## src/rtl/pe_db_if.sv

```systemverilog
// pe_db port bundle: controls, weight chain,
// activation forward and partial-sum buses.
interface pe_db_if #(
  parameter int DATA_W = 8,
  parameter int ACC_W  = 32
);
  logic              mode;
  logic              sgn;
  logic              w_load;
  logic              w_swap;
  logic [DATA_W-1:0] in_up_weight;
  logic [DATA_W-1:0] out_down_weight;
  logic [DATA_W-1:0] in_left_act;
  logic              in_left_vld;
  logic [DATA_W-1:0] out_right_act;
  logic              out_right_vld;
  logic [ACC_W-1:0]  in_up_psum;
  logic              in_up_psum_vld;
  logic [ACC_W-1:0]  out_down_psum;
  logic              out_down_psum_vld;
  logic              acc_clr;
  logic              drain;
  logic              ovf;

  modport master (
    output mode, sgn, w_load, w_swap,
    output in_up_weight, in_left_act, in_left_vld,
    output in_up_psum, in_up_psum_vld,
    output acc_clr, drain,
    input  out_down_weight, out_right_act,
    input  out_right_vld, out_down_psum,
    input  out_down_psum_vld, ovf
  );

  modport slave (
    input  mode, sgn, w_load, w_swap,
    input  in_up_weight, in_left_act, in_left_vld,
    input  in_up_psum, in_up_psum_vld,
    input  acc_clr, drain,
    output out_down_weight, out_right_act,
    output out_right_vld, out_down_psum,
    output out_down_psum_vld, ovf
  );
endinterface

```

## src/rtl/pe_db.sv

```systemverilog
// Double-buffered-weight systolic PE: WS pass-down
// or OS local accumulate, with saturate/wrap.
module pe_db #(
  parameter int DATA_W  = 8,
  parameter int ACC_W   = 32,
  parameter int MAC_LAT = 1,
  parameter int ACT_DLY = 3,
  parameter bit SAT_EN  = 1'b1
) (
  input logic   clk,
  input logic   rst_n,
  pe_db_if.slave io
);
  localparam int X  = ACC_W + 2;
  localparam int PW = 2*DATA_W + 2;
  localparam int BW = ACC_W + 2;

  logic [DATA_W-1:0] shadow_q, active_q, wdn_q;
  logic [ACC_W-1:0]  acc_q, psum_q;
  logic              pvld_q, ovf_q;
  logic [DATA_W:0]   ad_q [ACT_DLY+1];

  function automatic logic signed [X-1:0] ext(
    input logic [ACC_W-1:0] v, input logic sg);
    return {{2{sg & v[ACC_W-1]}}, v};
  endfunction

  // Returns {out_of_range, clamped-or-wrapped value}.
  function automatic logic [ACC_W:0] fix(
    input logic signed [X-1:0] s, input logic sg);
    logic hi, lo;
    logic [ACC_W-1:0] v;
    if (sg) begin
      hi = !s[X-1] && (s[X-2:ACC_W-1] != '0);
      lo =  s[X-1] && (s[X-2:ACC_W-1] != '1);
    end else begin
      hi = !s[X-1] && s[ACC_W];
      lo =  s[X-1];
    end
    v = s[ACC_W-1:0];
    if (SAT_EN && hi)
      v = sg ? {1'b0, {(ACC_W-1){1'b1}}} : '1;
    else if (SAT_EN && lo)
      v = sg ? {1'b1, {(ACC_W-1){1'b0}}} : '0;
    return {hi | lo, v};
  endfunction

  logic signed [PW-1:0] a_x, w_x, prod_n;
  logic signed [X-1:0]  p_x, u_x;
  logic [ACC_W:0]       ws_fix, acc_d;
  logic [BW-1:0]        iss, cmp;
  logic                 c_vld, c_ovf;
  logic [ACC_W-1:0]     c_val;

  assign a_x = {{(DATA_W+2){io.sgn & io.in_left_act[DATA_W-1]}},
                io.in_left_act};
  assign w_x = {{(DATA_W+2){io.sgn & active_q[DATA_W-1]}},
                active_q};
  assign prod_n = a_x * w_x;
  assign p_x = io.in_left_vld ?
    {{(X-PW){prod_n[PW-1]}}, prod_n} : '0;
  assign u_x = io.in_up_psum_vld ?
    ext(io.in_up_psum, io.sgn) : '0;
  assign ws_fix = fix(p_x + u_x, io.sgn);

  // WS finishes the sum at issue; OS carries the bare product.
  assign iss = {
    io.in_left_vld | (!io.mode & io.in_up_psum_vld),
    !io.mode & ws_fix[ACC_W],
    io.mode ? p_x[ACC_W-1:0] : ws_fix[ACC_W-1:0]
  };

  if (MAC_LAT == 1) begin : g_l1
    assign cmp = iss;
  end else begin : g_ln
    logic [BW-1:0] pv_q [MAC_LAT-1];
    always_ff @(posedge clk or negedge rst_n) begin
      if (!rst_n) begin
        for (int i = 0; i < MAC_LAT-1; i++) pv_q[i] <= '0;
      end else begin
        pv_q[0] <= iss;
        for (int i = 1; i < MAC_LAT-1; i++)
          pv_q[i] <= pv_q[i-1];
      end
    end
    assign cmp = pv_q[MAC_LAT-2];
  end

  assign {c_vld, c_ovf, c_val} = cmp;
  assign acc_d = fix(
    (io.acc_clr ? '0 : ext(acc_q, io.sgn)) +
    {{2{c_val[ACC_W-1]}}, c_val}, io.sgn);

  always_ff @(posedge clk or negedge rst_n) begin
    if (!rst_n) begin
      for (int i = 0; i <= ACT_DLY; i++) ad_q[i] <= '0;
    end else begin
      ad_q[0] <= {io.in_left_vld,
                  io.in_left_act & {DATA_W{io.in_left_vld}}};
      for (int i = 1; i <= ACT_DLY; i++) ad_q[i] <= ad_q[i-1];
    end
  end

  always_ff @(posedge clk or negedge rst_n) begin
    if (!rst_n) begin
      shadow_q <= '0;
      active_q <= '0;
      wdn_q    <= '0;
      acc_q    <= '0;
      psum_q   <= '0;
      pvld_q   <= 1'b0;
      ovf_q    <= 1'b0;
    end else begin
      if (io.w_load) shadow_q <= io.in_up_weight;
      if (io.w_swap) active_q <= shadow_q;
      wdn_q <= io.w_load ? io.in_up_weight : '0;
      if (io.mode && c_vld) acc_q <= acc_d[ACC_W-1:0];
      else if (io.acc_clr)  acc_q <= '0;
      ovf_q <= (ovf_q & !io.acc_clr) |
               (c_vld & (io.mode ? acc_d[ACC_W] : c_ovf));
      if (!io.mode) begin
        psum_q <= c_vld ? c_val : '0;
        pvld_q <= c_vld;
      end else if (io.drain) begin
        psum_q <= acc_q;
        pvld_q <= 1'b1;
      end else if (io.in_up_psum_vld) begin
        psum_q <= io.in_up_psum;
        pvld_q <= 1'b1;
      end else begin
        psum_q <= '0;
        pvld_q <= 1'b0;
      end
    end
  end

  assign io.out_down_weight   = wdn_q;
  assign io.out_right_vld     = ad_q[ACT_DLY][DATA_W];
  assign io.out_right_act     = ad_q[ACT_DLY][DATA_W-1:0];
  assign io.out_down_psum     = psum_q;
  assign io.out_down_psum_vld = pvld_q;
  assign io.ovf               = ovf_q;
endmodule

```

## src/flat_wrapper.sv

```systemverilog
// flat-port wrapper written by rule: the top's interface ports become plain ports
module pe_db_flat 
#(
  parameter int DATA_W  = 8,
  parameter int ACC_W   = 32,
  parameter int MAC_LAT = 1,
  parameter int ACT_DLY = 3,
  parameter bit SAT_EN  = 1'b1
)
  (clk, rst_n, io_mode, io_sgn, io_w_load, io_w_swap, io_in_up_weight, io_in_left_act, io_in_left_vld, io_in_up_psum, io_in_up_psum_vld, io_acc_clr, io_drain, io_out_down_weight, io_out_right_act, io_out_right_vld, io_out_down_psum, io_out_down_psum_vld, io_ovf);
  pe_db_if #(.DATA_W(DATA_W), .ACC_W(ACC_W)) io_i ();
  input logic clk;
  input logic rst_n;
  input wire logic [$bits(io_i.mode)-1:0] io_mode;
  input wire logic [$bits(io_i.sgn)-1:0] io_sgn;
  input wire logic [$bits(io_i.w_load)-1:0] io_w_load;
  input wire logic [$bits(io_i.w_swap)-1:0] io_w_swap;
  input wire logic [$bits(io_i.in_up_weight)-1:0] io_in_up_weight;
  input wire logic [$bits(io_i.in_left_act)-1:0] io_in_left_act;
  input wire logic [$bits(io_i.in_left_vld)-1:0] io_in_left_vld;
  input wire logic [$bits(io_i.in_up_psum)-1:0] io_in_up_psum;
  input wire logic [$bits(io_i.in_up_psum_vld)-1:0] io_in_up_psum_vld;
  input wire logic [$bits(io_i.acc_clr)-1:0] io_acc_clr;
  input wire logic [$bits(io_i.drain)-1:0] io_drain;
  output wire logic [$bits(io_i.out_down_weight)-1:0] io_out_down_weight;
  output wire logic [$bits(io_i.out_right_act)-1:0] io_out_right_act;
  output wire logic [$bits(io_i.out_right_vld)-1:0] io_out_right_vld;
  output wire logic [$bits(io_i.out_down_psum)-1:0] io_out_down_psum;
  output wire logic [$bits(io_i.out_down_psum_vld)-1:0] io_out_down_psum_vld;
  output wire logic [$bits(io_i.ovf)-1:0] io_ovf;
  assign io_i.mode = io_mode;
  assign io_i.sgn = io_sgn;
  assign io_i.w_load = io_w_load;
  assign io_i.w_swap = io_w_swap;
  assign io_i.in_up_weight = io_in_up_weight;
  assign io_i.in_left_act = io_in_left_act;
  assign io_i.in_left_vld = io_in_left_vld;
  assign io_i.in_up_psum = io_in_up_psum;
  assign io_i.in_up_psum_vld = io_in_up_psum_vld;
  assign io_i.acc_clr = io_acc_clr;
  assign io_i.drain = io_drain;
  assign io_out_down_weight = io_i.out_down_weight;
  assign io_out_right_act = io_i.out_right_act;
  assign io_out_right_vld = io_i.out_right_vld;
  assign io_out_down_psum = io_i.out_down_psum;
  assign io_out_down_psum_vld = io_i.out_down_psum_vld;
  assign io_ovf = io_i.ovf;
  pe_db #(.DATA_W(DATA_W), .ACC_W(ACC_W), .MAC_LAT(MAC_LAT), .ACT_DLY(ACT_DLY), .SAT_EN(SAT_EN)) u_core (.clk(clk), .rst_n(rst_n), .io(io_i));
endmodule
```

## config.mk

```make
export PLATFORM = sky130hd
export DESIGN_NAME = pe_db_flat
export DESIGN_NICKNAME = d
export VERILOG_FILES = /design/src/rtl/pe_db_if.sv /design/src/rtl/pe_db.sv /design/src/flat_wrapper.sv
export SDC_FILE = /design/constraint.sdc
export NUM_CORES = 1
export LEC_CHECK = 0
export BUFFER_PORTS_ARGS = -buffer_cell sky130_fd_sc_hd__buf_2
export CAP_MARGIN = 5
export CORE_MARGIN = 5
export CORE_UTILIZATION = 35
export CTS_CLUSTER_SIZE = 20
export DETAILED_ROUTE_END_ITERATION = 7
export GPL_ROUTABILITY_DRIVEN = 1
export PLACE_DENSITY = 0.57
export SYNTH_ARGS = -nofsm -noshare
export SYNTH_HDL_FRONTEND = slang
export SYNTH_SLANG_ARGS = --single-unit
```

## constraint.sdc

```tcl
create_clock -name clk -period 14.4 [get_ports clk]
set_clock_uncertainty 0.15 [all_clocks]
set_input_delay 2.16 -clock clk [delete_from_list [all_inputs] [get_ports clk]]
set_output_delay 2.16 -clock clk [all_outputs]
set_load 0.05 [all_outputs]
```

==> results.txt, run 1 <==
Critical Path AT: 13.37 ns
Fill cells: 3,611
GRT Total Usage: 19.3%
Startpoint types: primary input
Crit path largest cell delay: 0.68 ns
GP Congestion: 0.961
DIE WIDTH: 200 microns
Detailed-router iteration count before antenna repair: 5
Final antenna-violating net count: 0
Worst-path fanout max: 16
Initial Util: 35.5%
Post-synthesis sequential area ratio: 25.0%
Sink Count: 126
DRT Wirelength: 37,400 microns
CP max stage cell: o21ai_2
Clock Tree Root: clkbuf_16
Largest net degree at the start of global routing: 75
FF+latch count, synth: 126
Die area: 0.0400 sq mm
Gr ovfl total: 0
Detailed Place HPWL: 29,200 microns
Status: complete, no violations
Number of synthesized flops with an enable pin: 0
Port Buf Inserts: 108
Hold Path Class: flip-flop to flip-flop
Mean Syn Cell Area: 8.76 sq um
Initial antenna violation count: 0
Final setup TNS: 0 ns
CP endpoint kind: flip-flop
Die height: 200 microns
Vias in the first global route: 11.0k
Peak Freq: 75.9 MHz
Worst-Skew Late Latency: 0.43 ns
Setup violators final: 0
Synthesis Warnings: 0
Setup CP Type: primary input to flip-flop
RSZ-0062 raised after global routing: no
Postcts setup bufs: 0
Worst hold slack: 0.194 ns
Top post-synthesis cells by area: dfrtp_1 25%, fa_1 11%, ha_1 10%, a21oi_1 5.9%, and2_1 4.7%
Async SR Flop Fraction: 100%
Max-cap viol count: 0
CTS Hold Buffers Added: 0
Synthesized instance count: 1,443
Required @ worst endpoint: 14.59 ns
Vias post-DR: 10.8k
Netlist Area Pre-Place: 0.0126 sq mm
Syn Nets: 1,677
Synth Flop Type: dfrtp_1
Slew headroom: 37.4%
Largest area contributor in the netlist: dfrtp_1
Area delta synth->final: 11.5%
Post-synthesis cell type count: 80
Total placed cells including tap cells: 1,940
1st-iter DRT viols: 868
Non-Filler Instances: 1,971
Period minus WS final: 13.18 ns
Clk slew on worst S/H paths: 0.06 ns
Post-detailed-route DRC marker count: 0
CTS tree: yes
Hold Fails Final Rpt: 0
Worst-Margin Slew: 0.938 ns
Period Utilization, post-route: 91.5%
First-pass GRT wire length: 60,700 microns
Final Max Tran Viols: 0
# resized after CTS: 0
Clock Path Buffers: 2
Core Region: 0.0356 sq mm
Standard-cell row count: 69
NumNets Final: 1,732
H-tree depth: 4
DR vias/cell: 5.47
CTS buffer count: 17
Antenna Cells: 0
Num ports: 109
Worst path most repeated cell: fa_1
Post-synth top area share: 25.0%
Wire per inst: 19.0 microns
Layout cell share with drive strength beyond 1: 13.6%
[per-stage QoR]
step	utilization, %	cell area, sq um	setup WS (ns)
2_1_floorplan	-	12600	1.66
3_3_place_gp	37.9	13500	1.41
3_5_place_dp	37.9	13500	0.972
4_1_cts	39.6	14100	1.36
5_1_grt	39.6	14100	0.294
6_report	39.6	14100	1.22
[routing by layer]
layer | routed length, microns | GRT usage [%] | vias to the layer above
met2 | 16100 | 29.2 | 355
li1 | - | - | 5140
met5 | 0 | 0 | -
met4 | 1180 | 6.74 | 0
met3 | 2500 | 3.66 | 61
met1 | 17600 | 27.8 | 5223
[critical path: cells and delay by family]
family	cells	cell delay, ns
simple gates	13	2.93
buf+inv	7	1.20
compound gates	14	3.45
fa+ha+maj	8	3.60
[synthesized netlist by cell type, types with 3 or more instances]
library cell and instances:
a211o_1 3, nor3b_1 4, xor2_1 25, nand3_1 24, xnor2_1 36, mux2_2 30, a221o_1 11, nand4_1 10
a22oi_1 4, o221ai_1 18, and2_1 95, and4_1 4, ha_1 104, a211oi_1 14, nor2b_1 41, clkbuf_1 65
a21o_1 36, a21oi_1 150, nor3_1 17, o2111ai_1 5, and3_1 14, o41ai_1 3, buf_4 8, dfrtp_1 126
nand2_1 145, nand2b_1 15, o21a_1 10, a31oi_1 8, o21bai_1 4, a41oi_1 3, fa_1 72, mux2i_1 20
o211ai_1 17, nor2_1 58, inv_1 106, a2bb2oi_1 14, a22o_1 4, or2_2 5, buf_2 9, a31o_2 3
o21ai_0 46, or3_1 9
[state kept, by name, summed over array words and instances (netlist names)]
| register | flops |
|---|---|
| u_core.active_q | 8 |
| u_core.ad_q | 27 |
| u_core.io.out_right_vld | 1 |
| u_core.io.out_right_act | 8 |
| u_core.io.out_down_weight | 8 |
| u_core.shadow_q | 8 |
| u_core.io.out_down_psum_vld | 1 |
| u_core.io.out_down_psum | 32 |
| u_core.acc_q | 32 |
| u_core.io.ovf | 1 |
[kinds of logic after synthesis]
family | synth area share, %
AO/OA/AOI/OAI | 20.2
XOR/XNOR | 4.23
adder cells (fa/ha/maj) | 21.7
buffers and inverters | 6.18
flip-flops | 25.0
multiplexers | 4.26
AND/OR/NAND/NOR | 18.5
[layout by cell type, fill, tap and decap left out, types with 15 or more instances in the layout]
master / n
mux2i_1: 20
a21o_1: 36
o221ai_1: 18
buf_2: 107
inv_1: 106
dfrtp_1: 126
a21oi_1: 150
ha_1: 104
mux2_2: 30
nor2b_1: 41
nor2_1: 57
nand2_1: 145
xor2_1: 25
and2_1: 95
nor3_1: 16
o211ai_1: 17
clkbuf_16: 17
fa_1: 72
xnor2_1: 36
nand3_1: 24
nand2b_1: 15
o21ai_0: 46
[path summary, 6_finish.rpt]
kind / cells after the start / end / from / slack [ns]
worst max register to register: 41 / u_core.acc_q[28] / u_core.active_q[7] / 2.82
max in group asynchronous: 2 / u_core.acc_q[22] / rst_n / 11.33
worst min-delay path: 0 / u_core.ad_q[26] / u_core.ad_q[35] / 0.19
min in group asynchronous: 1 / u_core.io.out_down_weight[5] / rst_n / 1.61
worst max-delay path: 42 / u_core.acc_q[28] / io_in_left_act[7] / 1.22
worst min register to register: 0 / u_core.ad_q[26] / u_core.ad_q[35] / 0.19
[layout make-up]
class	count	area (sq um)	area share (%)
multi-input combinational	1124	8710	61.8
sequential	126	3150	22.4
timing repair buffer	122	652	4.63
tap	461	577	4.09
clock buffer	18	429	3.05
inverter	107	402	2.85
clock inverter	13	166	1.18
Power of run 1 is left out: the tool's default activity adds up to more than one toggle a clock period on the data nets, which glitch-free logic cannot reach.
==> run 2, diff against run 1 <==
Settings changed: CORE_MARGIN 5 to 2, RECOVER_POWER from default to 25.
==> results.txt, run 2 (synthesis gave the netlist of run 1 again) <==
Sink Count: 126 (unchanged)
First-pass GRT wire length: 60,600 microns (-0.10%)
Period Utilization, post-route: 89.7% (-1.8 points)
Worst-Skew Late Latency: 0.44 ns (about the same)
Wire per inst: 19.0 microns (+0.29%)
Detailed-router iteration count before antenna repair: 5 (unchanged)
CTS Hold Buffers Added: 0 (unchanged)
Critical Path AT: 13.11 ns (-0.26 ns)
Largest net degree at the start of global routing: 77 (+2.7%)
Clk slew on worst S/H paths: 0.06 ns (about the same)
R2r setup slk: 2.92 ns (+0.10 ns)
Die height: 194 microns (-3.0%)
Met1 WL: 18,000 microns (+2.0%)
CTS buffer count: 17 (unchanged)
Hold Crit Depth: 0 (unchanged)
Layout cell share with drive strength beyond 1: 13.4% (-0.16 points)
Gr ovfl total: 0 (unchanged)
Most frequent cells in the layout: 150 x a21oi_1, 145 x nand2_1, 126 x dfrtp_1, 106 x inv_1, 105 x buf_2
Worst-Margin Slew: 4.55 ns (+3.61 ns)
Status: complete, but fails checks
NumNets Final: 1,734 (+0.12%)
CP max stage cell: ha_1
Top Layer Used: met4
Post-detailed-route DRC marker count: 0 (unchanged)
Worst path most repeated cell: fa_1
CTS tree: yes
Setup CP Type: primary input to flip-flop
Area delta synth->final: 11.3%
DIE WIDTH: 194 microns (-3.0%)
Port Buf Inserts: 108 (unchanged)
GP Congestion: 0.910 (-5.3%)
Clock Tree Root: clkbuf_16
GRT Total Usage: 20.4% (+1.0 points)
Final antenna-violating net count: 0 (unchanged)
Peak Freq: 77.4 MHz (+2.1%)
Initial antenna violation count: 1 (+1)
WL met2: 16,600 microns (+3.2%)
Postcts setup bufs: 0 (unchanged)
RSZ-0062 raised after global routing: no
Setup violators final: 0 (unchanged)
Hold Fails Final Rpt: 0 (unchanged)
Startpoint types: primary input
CP top delay family: adder cells
Worst Reg-to-Reg Cells: 42 (+2.4%)
Slew headroom: -203% (-240 points)
Max-cap viol count: 1 (+1)
Initial Util: 35.5% (unchanged)
Worst hold start: u_core.ad_q[17]
R2R Path End: u_core.acc_q[28]
Worst Hold End: u_core.io.out_right_vld
CP startpoint: io_in_left_act[7]
Met3 wire length: 2070 microns (-17%)
Failing checks: max-capacitance violations, max-slew violations
Worst-path fanout max: 19 (+3)
Buffers plus inverters on the worst setup path: 6 (-1)
Worst R2R Start: u_core.active_q[7]
Crit path largest cell delay: 0.54 ns (-0.14 ns)
Required @ worst endpoint: 14.60 ns (about the same)
Num ports: 109 (unchanged)
Vias post-DR: 10.8k (+0.56%)
Die area: 0.0376 sq mm (-5.9%)
Detailed Place HPWL: 29,300 microns (+0.57%)
Leading cell type in the layout, fill and taps excluded: a21oi_1
DRT Wirelength: 37,600 microns (+0.49%)
Hold Path Class: flip-flop to flip-flop
Final Max Tran Viols: 77 (+77)
Period minus WS final: 12.91 ns (-0.266 ns)
Vias in the first global route: 10.8k (-1.5%)
Clock Path Buffers: 2 (unchanged)
1st-iter DRT viols: 984 (+13%)
CP endpoint kind: flip-flop
DR vias/cell: 5.49 (+0.35%)
# resized after CTS: 0 (unchanged)
Core Region: 0.0356 sq mm (unchanged)
H-tree depth: 4 (unchanged)
Standard-cell row count: 69 (unchanged)
Final setup TNS: 0 ns (unchanged)
==> run 2: stage by stage <==
| stage | hold WS [ns] | utilization [%] | worst slack (ns) | std cells | area [sq um] |
|---|---|---|---|---|---|
| after floorplan | 0.181 | - | 1.66 | 1443 | 12600 |
| after global placement | 0.182 | 38.0 | 1.42 | 1942 | 13500 |
| after detailed placement | 0.185 | 38.0 | 1.29 | 1942 | 13500 |
| after CTS | 0.198 | 39.6 | 1.70 | 1974 | 14100 |
| after global routing | 0.199 | 39.5 | 0.576 | 1974 | 14100 |
| final | 0.195 | 39.5 | 1.49 | 1975 | 14100 |
==> run 2: worst max path at each step <==
stage | slack [ns] | cells past startpoint | to
2_1_floorplan | 1.66 | 44 | u_core.acc_q[10]
3_3_place_gp | 1.42 | 42 | u_core.acc_q[28]
3_5_place_dp | 1.29 | 42 | u_core.acc_q[28]
4_1_cts | 1.70 | 42 | u_core.acc_q[28]
5_1_grt | 0.58 | 43 | u_core.acc_q[28]
6_report | 1.49 | 42 | u_core.acc_q[28]
==> run 2: cell type report <==
type	instances	area (sq um)
Antenna cell	1	2.50
Inverter	107	402
Timing Repair Buffer	124	657
Multi-Input combinational cell	1124	8710
Fill cell	3597	21500
Clock inverter	11	111
Tap cell	461	577
Clock buffer	21	450
Sequential cell	126	3150
==> run 2: metal layers <==
metal	global-route usage, %	vias up
met3	3.24	51
met2	31.4	349
met5	0	-
li1	-	5155
met4	6.71	0
met1	29.1	5284
Power of run 2 is left out for the same reason.
==> run 3, diff against run 2 <==
Clock period 14.4 ns to 12.85 ns, I/O delays scaled along.
==> results.txt, run 3 (synthesis gave the netlist of run 1 again) <==
Status: complete, but fails checks
Failing checks: max-capacitance violations, max-slew violations
Register area: 0.00315 sq mm (unchanged)
Most frequent cells in the layout: 149 x a21oi_1, 145 x nand2_1, 126 x dfrtp_1, 106 x inv_1, 106 x buf_2
CTS tree: yes
Vias in the first global route: 10.9k (+0.81%)
Core Region: 0.0356 sq mm (unchanged)
GP Congestion: 0.942 (+3.6%)
CP max stage cell: or4_1
Hold Fails Final Rpt: 0 (unchanged)
Setup ws final: 0.654 ns (-0.832 ns)
Period minus WS final: 12.20 ns
Worst path most repeated cell: fa_1
Setup violators final: 0 (unchanged)
Worst Reg-to-Reg Cells: 41 (-2.4%)
Period Utilization, post-route: 94.9%
Largest net degree at the start of global routing: 79 (+2.6%)
Worst-Margin Slew: 4.05 ns (-0.494 ns)
Crit path largest cell delay: 0.53 ns (about the same)
Area delta synth->final: 12.6%
Gr ovfl total: 0 (unchanged)
Worst-path fanout max: 29 (+10)
Worst-Skew Late Latency: 0.43 ns (about the same)
Die area: 0.0376 sq mm (unchanged)
Standard-cell row count: 69 (unchanged)
Initial antenna violation count: 0 (-1)
Critical Path AT: 12.34 ns (-0.77 ns)
Startpoint types: primary input
Met1 WL: 17,300 microns (-3.9%)
Final antenna-violating net count: 0 (unchanged)
Num ports: 109 (unchanged)
Port Buf Inserts: 108 (unchanged)
Vias post-DR: 10.9k (+0.94%)
Die height: 194 microns (unchanged)
Wire per inst: 18.7 microns (-1.6%)
Multi-input gate area: 0.00875 sq mm (+0.42%)
CTS Hold Buffers Added: 0 (unchanged)
Detailed-router iteration count before antenna repair: 7 (+2)
Peak Freq: 82.0 MHz
Initial Util: 35.5% (unchanged)
DR vias/cell: 5.53 (+0.84%)
Clk slew on worst S/H paths: 0.06 ns (about the same)
CP endpoint kind: flip-flop
Required @ worst endpoint: 12.99 ns (-1.61 ns)
Top Layer Used: met4
Layout cell share with drive strength beyond 1: 14.2% (+0.83 points)
DRT Wirelength: 37,100 microns (-1.5%)
H-tree depth: 4 (unchanged)
Leading cell type in the layout, fill and taps excluded: a21oi_1
Clock Path Buffers: 2 (unchanged)
CTS buffer count: 17 (unchanged)
Hold Path Class: flip-flop to flip-flop
Fill cells: 3,659 (+1.7%)
RSZ-0062 raised after global routing: no
GRT Total Usage: 20.0% (-0.34 points)
Post-detailed-route DRC marker count: 0 (unchanged)
Clock Tree Root: clkbuf_16
Antenna Cells: 0 (-1)
Max-cap viol count: 1 (unchanged)
Final Max Tran Viols: 79 (+2.6%)
Detailed Place HPWL: 29,000 microns (-0.92%)
NumNets Final: 1,738 (+0.23%)
Sink Count: 126 (unchanged)
First-pass GRT wire length: 60,000 microns (-1.1%)
Hold Crit Depth: 0 (unchanged)
Pre-CTS setup slack: -0.0505 ns (-1.34 ns)
Met3 wire length: 2350 microns (+14%)
1st-iter DRT viols: 952 (-3.3%)
WL met2: 16,400 microns (-1.7%)
Setup CP Type: primary input to flip-flop
DIE WIDTH: 194 microns (unchanged)
Slew headroom: -170% (+33 points)
[run 3: cell type report]
cell class	instances	area share (%)
Clock inverter	13	1.49
Multi-Input combinational cell	1124	61.5
Tap cell	461	4.05
Sequential cell	126	22.2
Inverter	107	2.82
Timing Repair Buffer	128	4.92
Clock buffer	18	3.09
[run 3: through the flow]
| stage | utilization (%) | TNS (ns) | instances | area [sq um] | hold slack [ns] |
|---|---|---|---|---|---|
| finish | 40.0 | 0 | 1977 | 14200 | 0.192 |
| CTS | 39.9 | 0 | 1977 | 14200 | 0.196 |
| global placement | 38.1 | 0 | 1946 | 13600 | 0.181 |
| detailed placement | 38.1 | -0.974 | 1946 | 13600 | 0.186 |
| floorplan | - | 0 | 1443 | 12600 | 0.181 |
| global route | 40.0 | 0 | 1977 | 14200 | 0.201 |
[run 3: worst paths after layout]
kind	from	to	slack (ns)
setup reg to reg	u_core.active_q[7]	u_core.acc_q[23]	1.79
setup / recovery	io_sgn	u_core.acc_q[23]	0.65
min in group asynchronous	rst_n	u_core.io.out_down_weight[5]	2.74
hold reg to reg	u_core.ad_q[31]	u_core.ad_q[22]	0.19
max in group asynchronous	rst_n	u_core.io.out_down_psum[16]	7.45
hold / removal	u_core.ad_q[31]	u_core.ad_q[22]	0.19
[run 3: layer usage]
layer / global-route usage [%] / vias to the layer above
li1: - / 5170
met1: 28.2 / 5330
met2: 31.0 / 389
met3: 3.53 / 52
met4: 6.87 / 0
met5: 0 / -
[run 3: critical path: cells and delay by family]
kind                     cells  cell delay (ns)
AND/OR/NAND/NOR             12             2.34
AO/OA/AOI/OAI               15             3.38
buffers and inverters        7             1.02
adder cells (fa/ha/maj)      8             3.63
[run 3: repair_timing]
action,in CTS,in global routing
setup buffers,0,0
resized for setup,0,8
endpoints found under the setup margin,0,33
Power of run 3 is left out for the same reason.
